## src/rtl/mips_pkg.sv

```systemverilog
// Shared MIPS definitions: opcode/funct encodings and the fetch FSM states.
package mips_pkg;

   // Major opcodes, instr[31:26]
   localparam logic [5:0] OP_RTYPE = 6'b000000;
   localparam logic [5:0] OP_LW    = 6'b100011;
   localparam logic [5:0] OP_SW    = 6'b101011;
   localparam logic [5:0] OP_BEQ   = 6'b000100;
   localparam logic [5:0] OP_BNE   = 6'b000101;
   localparam logic [5:0] OP_J     = 6'b000010;

   // R-type function codes, instr[5:0]
   localparam logic [5:0] ADD = 6'b100000;
   localparam logic [5:0] SUB = 6'b100010;
   localparam logic [5:0] AND = 6'b100100;
   localparam logic [5:0] OR  = 6'b100101;
   localparam logic [5:0] SLT = 6'b101010;

   // Fetch stage states
   typedef enum logic [1:0] {
      IDLE  = 2'd0,
      FETCH = 2'd1,
      HOLD  = 2'd2
   } fetch_state;

endpackage

```

## src/rtl/next_pc_calc.sv

```systemverilog
// Next-PC selection for a resolved instruction: jump, taken branch or fall-through.
// Purely combinational so a later pipelined fetch stage can reuse it as-is.
module next_pc_calc (
   input  logic [31:0] pc_plus4,
   input  logic        beq,
   input  logic        bne,
   input  logic        jump,
   input  logic        zero,
   input  logic [15:0] br_imm,
   input  logic [25:0] jump_target,
   output logic [31:0] next_pc
);

   logic [31:0] br_offset;
   logic        br_taken;

   // Word offset: sign-extend the 16-bit immediate and scale by 4
   assign br_offset = {{14{br_imm[15]}}, br_imm, 2'b00};
   assign br_taken  = (beq & zero) | (bne & ~zero);

   // Jump wins over any branch; all adds wrap modulo 2^32
   always_comb begin
      next_pc = pc_plus4;
      if (jump) begin
         next_pc = {pc_plus4[31:28], jump_target, 2'b00};
      end else if (br_taken) begin
         next_pc = pc_plus4 + br_offset;
      end
   end

endmodule

```

## src/rtl/fetch_unit.sv

```systemverilog
// Instruction fetch stage: PC register, request/ack memory port, held
// instruction for the decoder, and retirement counting. No speculation:
// the next fetch starts only after the held instruction is consumed.
module fetch_unit
   import mips_pkg::*;
#(
   parameter logic [31:0] PC_RESET = 32'h0000_0000
) (
   input  logic        clk,
   input  logic        reset,
   output logic        imem_req,
   output logic [31:0] imem_addr,
   input  logic        imem_ack,
   input  logic [31:0] imem_rdata,
   output logic [31:0] instr,
   output logic [5:0]  opcode,
   output logic [5:0]  funct,
   output logic        instr_valid,
   input  logic        instr_ready,
   output logic [31:0] pc_plus4,
   input  logic        beq,
   input  logic        bne,
   input  logic        jump,
   input  logic        zero,
   input  logic [15:0] br_imm,
   input  logic [25:0] jump_target,
   output logic [31:0] retire_count
);

   fetch_state  state_reg;
   fetch_state  state_next;
   logic [31:0] pc_reg;
   logic [31:0] instr_reg;
   logic [31:0] count_reg;
   logic [31:0] next_pc;
   logic        capture;
   logic        retire;

   // Ack only counts while a request is outstanding; retire on the HOLD handshake
   assign capture = (state_reg == FETCH) & imem_ack;
   assign retire  = (state_reg == HOLD) & instr_ready;

   assign pc_plus4 = pc_reg + 32'd4;

   next_pc_calc u_next_pc (
      .pc_plus4    (pc_plus4),
      .beq         (beq),
      .bne         (bne),
      .jump        (jump),
      .zero        (zero),
      .br_imm      (br_imm),
      .jump_target (jump_target),
      .next_pc     (next_pc)
   );

   // State register; async reset abandons any outstanding request at once
   always_ff @(posedge clk or posedge reset) begin
      if (reset) begin
         state_reg <= IDLE;
      end else begin
         state_reg <= state_next;
      end
   end

   // Next-state logic
   always_comb begin
      state_next = state_reg;
      case (state_reg)
         IDLE:    state_next = FETCH;
         FETCH:   if (capture) state_next = HOLD;
         HOLD:    if (retire)  state_next = FETCH;
         default: state_next = IDLE;
      endcase
   end

   // Outputs decoded from the registered state only
   always_comb begin
      imem_req    = 1'b0;
      instr_valid = 1'b0;
      case (state_reg)
         FETCH:   imem_req    = 1'b1;
         HOLD:    instr_valid = 1'b1;
         default: ;
      endcase
   end

   // Datapath: PC advances and the counter bumps on retire; instr loads on ack
   always_ff @(posedge clk or posedge reset) begin
      if (reset) begin
         pc_reg    <= PC_RESET;
         instr_reg <= 32'd0;
         count_reg <= 32'd0;
      end else begin
         if (capture) begin
            instr_reg <= imem_rdata;
         end
         if (retire) begin
            pc_reg    <= next_pc;
            count_reg <= count_reg + 32'd1;
         end
      end
   end

   assign imem_addr    = pc_reg;
   assign instr        = instr_reg;
   assign opcode       = instr_reg[31:26];
   assign funct        = instr_reg[5:0];
   assign retire_count = count_reg;

endmodule

```

## config.mk

```make
export PLATFORM = sky130hd
export DESIGN_NAME = fetch_unit
export DESIGN_NICKNAME = d
export VERILOG_FILES = /design/src/rtl/mips_pkg.sv /design/src/rtl/next_pc_calc.sv /design/src/rtl/fetch_unit.sv
export SDC_FILE = /design/constraint.sdc
export NUM_CORES = 1
export LEC_CHECK = 0
export CORE_ASPECT_RATIO = 0.8
export CORE_MARGIN = 2
export CORE_UTILIZATION = 38
export CTS_CLUSTER_DIAMETER = 40
export CTS_CLUSTER_SIZE = 16
export DETAILED_ROUTE_END_ITERATION = 8
export HOLD_SLACK_MARGIN = 0.08
export PLACE_DENSITY = 0.68
export SLEW_MARGIN = 10
export SYNTH_ARGS = -nofsm -noshare
export SYNTH_HDL_FRONTEND = slang
export SYNTH_SLANG_ARGS = --single-unit
```

## constraint.sdc

```tcl
create_clock -name clk -period 9.5 [get_ports clk]
set_input_delay 2.375 -clock clk [delete_from_list [all_inputs] [get_ports clk]]
set_output_delay 2.375 -clock clk [all_outputs]
set_load 0.01 [all_outputs]
```

# After elaboration in Yosys (flattened, before gate mapping)
# Cells that the tools add are included.
[totals] out_inout_bits=142 wordCells=26 regBits=98 inputBits=82
[classes] bitwise=6 addsub=3 n_eq_ne=4 mux=7 n_reduce_logical=2
[ops] op="$mux W32" n=2
[ops] op="$add A32 B1 Y32 const B" n=1
[ops] op="$add A32 B3 Y32 const B" n=1
[ops] op="$add A32 B32 Y32" n=1
[ops] op="$pmux W2 S3" n=1
[ops] op="$and A1 B1 Y1" n=4
[ops] op="$mux W2" n=2
[ops] op="$ne A2 B2 Y1 const B" n=2
[ops] op="$eq A2 B1 Y1 const B" n=1
[ops] op="$eq A2 B2 Y1 const B" n=1
[ops] op="$logic_not A2 Y1" n=1
[ops] op="$mux W1" n=2
[ops] op="$reduce_and A2 Y1" n=1
[ops] op="$not A1 Y1" n=1
[ops] op="$or A1 B1 Y1" n=1

# Depth between registers and ports, before layout
# Gate-level depths: netlist of run 1.
[depth] depth_word=5 depth_mapped=17 depth_no_buf=16

# Modules after synthesis
# Synthesis of run 1 repeated with hierarchy kept, for this count alone.
[hier_totals] cells_unflattened=695 area_unflattened_um2=6819.0
[by_module_without_submodules] module="fetch_unit" instances=1 area_each_um2=4589.4 seq_area_each_um2=2452.4 cells_each=368
[by_module_without_submodules] module="next_pc_calc" instances=1 area_each_um2=2229.6 seq_area_each_um2=0.0 cells_each=327

# Worst setup path after synthesis of run 1
# OpenSTA, ideal clock, no wires.
[synth_timing] kind="in2reg" from="in br_imm[0]" to="reg pc_reg[30], in the netlist imem_addr[30]" path_stages=11 setup_time_ps=137 t_arrival_ps=4514 required_ps=9363 setup_slack_ps=4849 path_buffers=0 cell_sequence="ha_1 -> fa_1 -> a211oi_2 -> o21ai_1 -> a22oi_2 -> or2_1 -> o2111ai_1 -> nand3_1 -> nand2_1 -> a2111oi_0 -> nor3b_1"
[synth_between] elab_chain_len=3
[synth_rtl] item="start: declaration" line_no="fetch_unit.sv:25" source="input logic [15:0] br_imm,"
[synth_rtl] item="$add A32 B32 Y32" line_no="next_pc_calc.sv:27" source="next_pc = pc_plus4 + br_offset;"
[synth_rtl] item="$mux W32" line_no="next_pc_calc.sv:26" source="end else if (br_taken) begin"
[synth_rtl] item="$mux W32" line_no="next_pc_calc.sv:24" source="if (jump) begin"
[synth_rtl] item="end signal: assignment" line_no="fetch_unit.sv:98" source="pc_reg <= next_pc;"
[synth_rtl] item="end: declaration" line_no="fetch_unit.sv:32" source="logic [31:0] pc_reg;"
# No other way between the ends.
# A chain may end at the register's enable or synchronous reset.

# Final worst setup path of run 1
[layout_timing] from="reg pc_reg[4], in the netlist imem_addr[4]" to="out pc_plus4[25]"
[layout_between] elab_chain_len=1
[layout_rtl] item="$add A32 B3 Y32" line_no="fetch_unit.sv:43" source="assign pc_plus4 = pc_reg + 32'd4;"
[layout_rtl] item="end: declaration" line_no="fetch_unit.sv:20" source="output logic [31:0] pc_plus4,"
# No other way between the ends.

==> impl_metrics.toml, run 1 <==
[outcome]
status = "finished, final reports clean"

[floorplan]
die_w_microns = 150
fp.dieH_microns = 121
design.core.area_sq_um = 16700
initial_core_util_pct = 39.0
ioPinCount = 224
num_rows = 42
die_area_sq_um = 18200

[yosys]
ys_seq_elements = 96
synthFlopType = "dfrtp_1"
synth_top_area_share_pct = 37.0
synth-seq-area-share_pct = 37.0
yosysWarningCount = 0
avgSynthCellArea_sq_um = 9.25
async_flop_share_pct = 100
yosysUniqueCellTypes = 66
netlist_area_sq_um = 6500
synth_area_leaders = "dfrtp_1, xnor2_1, ha_1, mux2_2, nand2_1"
synth-edff-count = 0
yosysMostFrequentCell = "dfrtp_1"
synth_area_leader_cell = "dfrtp_1"
synth_cells = 703
ys_top_cells_by_count = "dfrtp_1, nand2_1, xnor2_1"

[routing]
initialDrtViolationCount = 323
ant_nets = 0
drt-total-wl_microns = 20200
vias = 5899
drt-wirelength-per-cell_microns = 17.9
dr.pass1.iters = 4
drc_errors = 0
vias_per_cell = 5.22

[layout]
multi_input_area_sq_um = 3840
fin_nets = 1024
register_area_sq_um = 2400
fillers = 1463
n_antenna_cell = 0
drive_above_1_share_pct = 8.58
design_area_sq_um = 9140
area_delta_synth_final_pct = 40.6

[place]
dp_hpwl_microns = 15400
place_congestion = 0.845
place_area_sq_um = 8820
io_buffers = 219
dp_slack_ns = 3.98

[critical_path]
worstPathRequired_ns = 7.13
reg2reg_depth = 16
crit_type = "flop to output pin"
start_kind = "flop"
arrival_ns = 3.06
crit_fanout = 8
r2r_slack_ns = 5.69
r2r-start = "imem_addr[4]$_DFFE_PP0P_"
crit_path_end_kind = "output pin"
r2r_end = "imem_addr[31]$_DFFE_PP0P_"

[clock_tree]
cts.clk_slew.worst_paths_ns = 0.08
htreeDepth = 3
clock_latency_ns = 0.36
cts_tree = "built"
clock-sinks = 96
post_cts_resized = 0
cts-root-buf = "clkbuf_16"
cts_made_buffers = 9
post_cts_buffers = 0
cts_buffer_depth = 2
hold_buffers = 0

[power_and_ir_drop]
p_total_mw = 2.69
power_per_cell_area_nw_per_um2 = 294
leakage_nw = 3.76
peakVddDrop_mv = 0.149

[min_path]
hold_depth = 1
holdPathEnd = "retire_count[31]$_DFFE_PP0P_"
holdCritPathClass = "flop to flop"
hold_start = "retire_count[31]$_DFFE_PP0P_"

[sta]
finalHoldViolCount = 0
setup_viol = 0
min_period_ns = 5.43
worst_slack_ns = 4.07
fin_skew_ns = 0.0134
max_slew_margin_pct = 38.0
grt_setup_unrepaired = "false"
slew_violations = 0
fin_crit_sh_pct = 57.2
finalSetupTns_ns = 0
worst_pin_slew_ns = 0.925
whs_ns = 0.485
max_freq_ghz = 0.184

[global_route]
grt_max_degree = 57
grt_overflow_total = 0
grt_pass1_vias = 5627
grtUsageTotal_pct = 22.0
grt_antenna_before_repair = 0
grt_pass1_wl_microns = 31000

[run]
max_cap_violations = 0
==> per-stage QoR <==
stage,utilization [%],instances
CTS,54.9,1129
finish,54.9,1129
detailed placement,52.9,1113
global placement,52.9,1113
global route,54.9,1129
floorplan,-,706
==> logic make-up (layout without fill, tap and decap cells) <==
logic type / Yosys count / count (layout) / synth area share (%)
xor gates and xnor gates: 83 / 83 / 11.2
AOI/OAI and AO/OA: 167 / 167 / 16.5
muxes: 36 / 36 / 6.18
DFF: 96 / 96 / 37.0
adders and majority gates: 38 / 38 / 7.43
buffers and inverters: 53 / 256 / 4.29
and+or+nand+nor: 229 / 229 / 17.4
other: 1 / 4 / 0.0577
==> routing by layer <==
metal,GRT usage [%],vias to the layer above,part of all wire [%]
met5,0,-,0
met3,4.47,12,7.2
met1,32.1,2752,48
met2,33.6,229,44
met4,4.36,0,0.97
li1,-,2906,-
==> placed cells by master, fill, tap and decap left out, types with 11 or more instances in the layout <==
cell type / instances
a211oi_1: 12
a21oi_1: 41
and3_1: 11
clkdlybuf4s50_1: 219
dfrtp_1: 96
ha_1: 37
inv_1: 13
mux2_2: 33
nand2_1: 79
nand3_1: 37
nand4_1: 18
nor2_1: 41
o211ai_1: 13
o21ai_0: 46
xnor2_1: 59
xor2_1: 24
==> worst max-delay path, cell delays in order, from the launching register on <==
cell and delay [ns]:
dfrtp_1 0.45, and3_2 0.25, nand4_1 0.14, nor2_2 0.42
and2_1 0.30, nand3_1 0.12, xnor2_1 0.41, clkdlybuf4s50_1 0.63
==> area by class of cell <==
class	count	area share [%]
multi-input cells	557	42.1
flip-flops and latches	96	26.3
repair buffers	225	24.5
well taps	220	3.01
clock buffers	9	2.46
clock inverters	7	1.07
inverters	15	0.643
==> report_power, final <==
part / switching [mW] / internal (mW) / leakage (nW)
registers: 0.153 / 0.547 / 1.20
clock network: 0.186 / 0.213 / 0.158
logic: 0.774 / 0.816 / 2.40
==> worst max path at each step <==
| stage | cells after the start | endpoint | from |
|---|---|---|---|
| 5_1_grt | 7 | pc_plus4[25] | imem_addr[4]$_DFFE_PP0P_ |
| 3_5_place_dp | 10 | imem_addr[29]$_DFFE_PP0P_ | br_imm[15] |
| 6_report | 7 | pc_plus4[25] | imem_addr[4]$_DFFE_PP0P_ |
| 2_1_floorplan | 1 | imem_addr[10]$_DFFE_PP0P_ | reset |
| 4_1_cts | 7 | pc_plus4[25] | imem_addr[4]$_DFFE_PP0P_ |
| 3_3_place_gp | 10 | imem_addr[29]$_DFFE_PP0P_ | br_imm[15] |
(Power assumes the default switching activity.)
==> inputs of run 2 (changes only) <==
==> constraint.sdc (replaced) <==
create_clock -name clk -period 5.4 [get_ports clk]
set_input_delay 1.35 -clock clk [delete_from_list [all_inputs] [get_ports clk]]
set_output_delay 1.35 -clock clk [all_outputs]
set_load 0.01 [all_outputs]
==> run 2 against run 1 <==
Effect of this change: clock-buffer cell count stayed put; via count up 1.3%; critical endpoint unchanged; register-to-register slack worse by 4.1 ns; non-clock buffer count rose by 2; final area is essentially flat; worst hold slack got worse by 0.0026 ns; critical path depth is 1 higher; sequential power increased by 76%; total power grew 75%.
==> impl_metrics.toml, run 2 (synthesis results as in run 1) <==
[sta]
max_freq_ghz = 0.235
max_slew_margin_pct = 39.7
slew_violations = 0
min_period_ns = 4.25
finalHoldViolCount = 0
setup_viol = 0
whs_ns = 0.482
worst_slack_ns = 1.15
finalSetupTns_ns = 0
worst_pin_slew_ns = 0.905
fin_skew_ns = 0.00839
grt_setup_unrepaired = "false"
fin_crit_sh_pct = 78.8

[place]
io_buffers = 219
dp_slack_ns = 0.934
place_congestion = 0.918
placed_cells = 1115
dp_hpwl_microns = 15500

[layout]
area_delta_synth_final_pct = 40.7
n_antenna_cell = 0
drive_above_1_share_pct = 8.78
final_cell_mix = "clkdlybuf4s50_1, dfrtp_1, nand2_1"
fin_nets = 1026
stdcell_count = 1131
final_common_cell = "clkdlybuf4s50_1"

[global_route]
grt_overflow_total = 0
busiest_layer = "met2"
grt_antenna_before_repair = 0
grt.met3_usage_pct = 5.68
grt_max_degree = 72
grtUsageTotal_pct = 22.1
grt_pass1_vias = 5691
gr-usage-met2_pct = 34.3
grt_pass1_wl_microns = 31200
met1_usage_pct = 31.1

[clock_tree]
cts_made_buffers = 9
cts_tree = "built"
hold_buffers = 0
clock-sinks = 96
cts.clk_slew.worst_paths_ns = 0.07
cts_buffer_depth = 2
cts-root-buf = "clkbuf_16"
clock_latency_ns = 0.36
htreeDepth = 3
post_cts_buffers = 0
post_cts_resized = 0

[critical_path]
crit_fanout = 8
crit_type = "flop to output pin"
r2r_slack_ns = 1.57
worstPathRequired_ns = 4.05
crit_path_end_kind = "output pin"
critPathSlowestCell = "clkdlybuf4s50_1"
start_kind = "flop"
crit_path_cell_trace = "and3_2 > nand4_1 > nor2_2 > buf_4 > and2_1 > nand3_1 > xnor2_1 > clkdlybuf4s50_1"
slowest_delay_ns = 0.64
arrival_ns = 2.90

[floorplan]
die_area_sq_um = 18200
fp.dieH_microns = 121
ioPinCount = 224
design.core.area_sq_um = 16700
initial_core_util_pct = 39.0
die_w_microns = 150
num_rows = 42

[outcome]
status = "finished, final reports clean"

[power_and_ir_drop]
peakVddDrop_mv = 0.219
clkPwrFrac_pct = 14.5
p_comb_share_pct = 59.5
leakage_nw = 3.77
power_per_cell_area_nw_per_um2 = 514
p_sw_mw = 1.94
internal_power_mw = 2.77
seqPwrFrac_pct = 26.0
switching_share_pct = 41.2

[run]
max_cap_violations = 0

[routing]
drt-wirelength-per-cell_microns = 17.8
dr.pass1.iters = 5
drc_errors = 0
initialDrtViolationCount = 330
vias = 5974
ant_nets = 0
drt-total-wl_microns = 20100
vias_per_cell = 5.28

[min_path]
holdCritPathClass = "flop to flop"
[run 2: cell count changes in the layout (fill, tap and decap cells not counted), sizes merged]
| cell | change |
|---|---|
| buf | +2 |
[run 2: final timing paths]
| path | start | depth (start not counted) | to |
|---|---|---|---|
| hold / removal | retire_count[31]$_DFFE_PP0P_ | 1 | retire_count[31]$_DFFE_PP0P_ |
| hold reg to reg | retire_count[31]$_DFFE_PP0P_ | 1 | retire_count[31]$_DFFE_PP0P_ |
| min in group asynchronous | reset | 2 | instr[5]$_DFFE_PP0P_ |
| max in group asynchronous | reset | 3 | retire_count[23]$_DFFE_PP0P_ |
| setup reg to reg | imem_addr[4]$_DFFE_PP0P_ | 14 | imem_addr[30]$_DFFE_PP0P_ |
| setup / recovery | imem_addr[4]$_DFFE_PP0P_ | 8 | pc_plus4[25] |
[run 2: worst max-delay path, delay by kind of cell (launching register included)]
family | cells | cell delay [ns]
xor gates and xnor gates | 1 | 0.40
buffers and inverters | 2 | 0.82
DFF | 1 | 0.46
and+or+nand+nor | 5 | 0.86
[run 2: per-layer routing]
metal  part of all wire, %  vias to the layer above
li1                      -                     2917
met1                    47                     2826
met2                    44                      211
met3                   7.7                       20
met4                   1.1                        0
met5                     0                        -
[run 2: power by group through the flow]
stage / Sequential (mW) / Combinational (mW) / Clock, mW
floorplan: 1.30 / 1.54 / 0
global placement: 1.23 / 2.79 / 0
detailed placement: 1.24 / 2.79 / 0
CTS: 1.22 / 2.81 / 0.703
global route: 1.26 / 3.06 / 0.727
finish: 1.23 / 2.80 / 0.681
[run 2: layout make-up]
cell class	instances	area, sq um
Fill cell	1515	7510
Timing Repair Buffer	227	2250
Tap cell	220	275
Clock inverter	7	88.8
Clock buffer	9	225
Sequential cell	96	2400
Inverter	15	58.8
Multi-Input combinational cell	557	3840
[run 2: stage by stage]
step | instance area, sq um | power (mW) | utilization, %
6_report | 9150 | 4.71 | 54.9
5_1_grt | 9150 | 5.05 | 54.9
4_1_cts | 9150 | 4.73 | 54.9
3_5_place_dp | 8830 | 4.02 | 53.0
3_3_place_gp | 8830 | 4.01 | 53.0
2_1_floorplan | 6510 | 2.83 | -
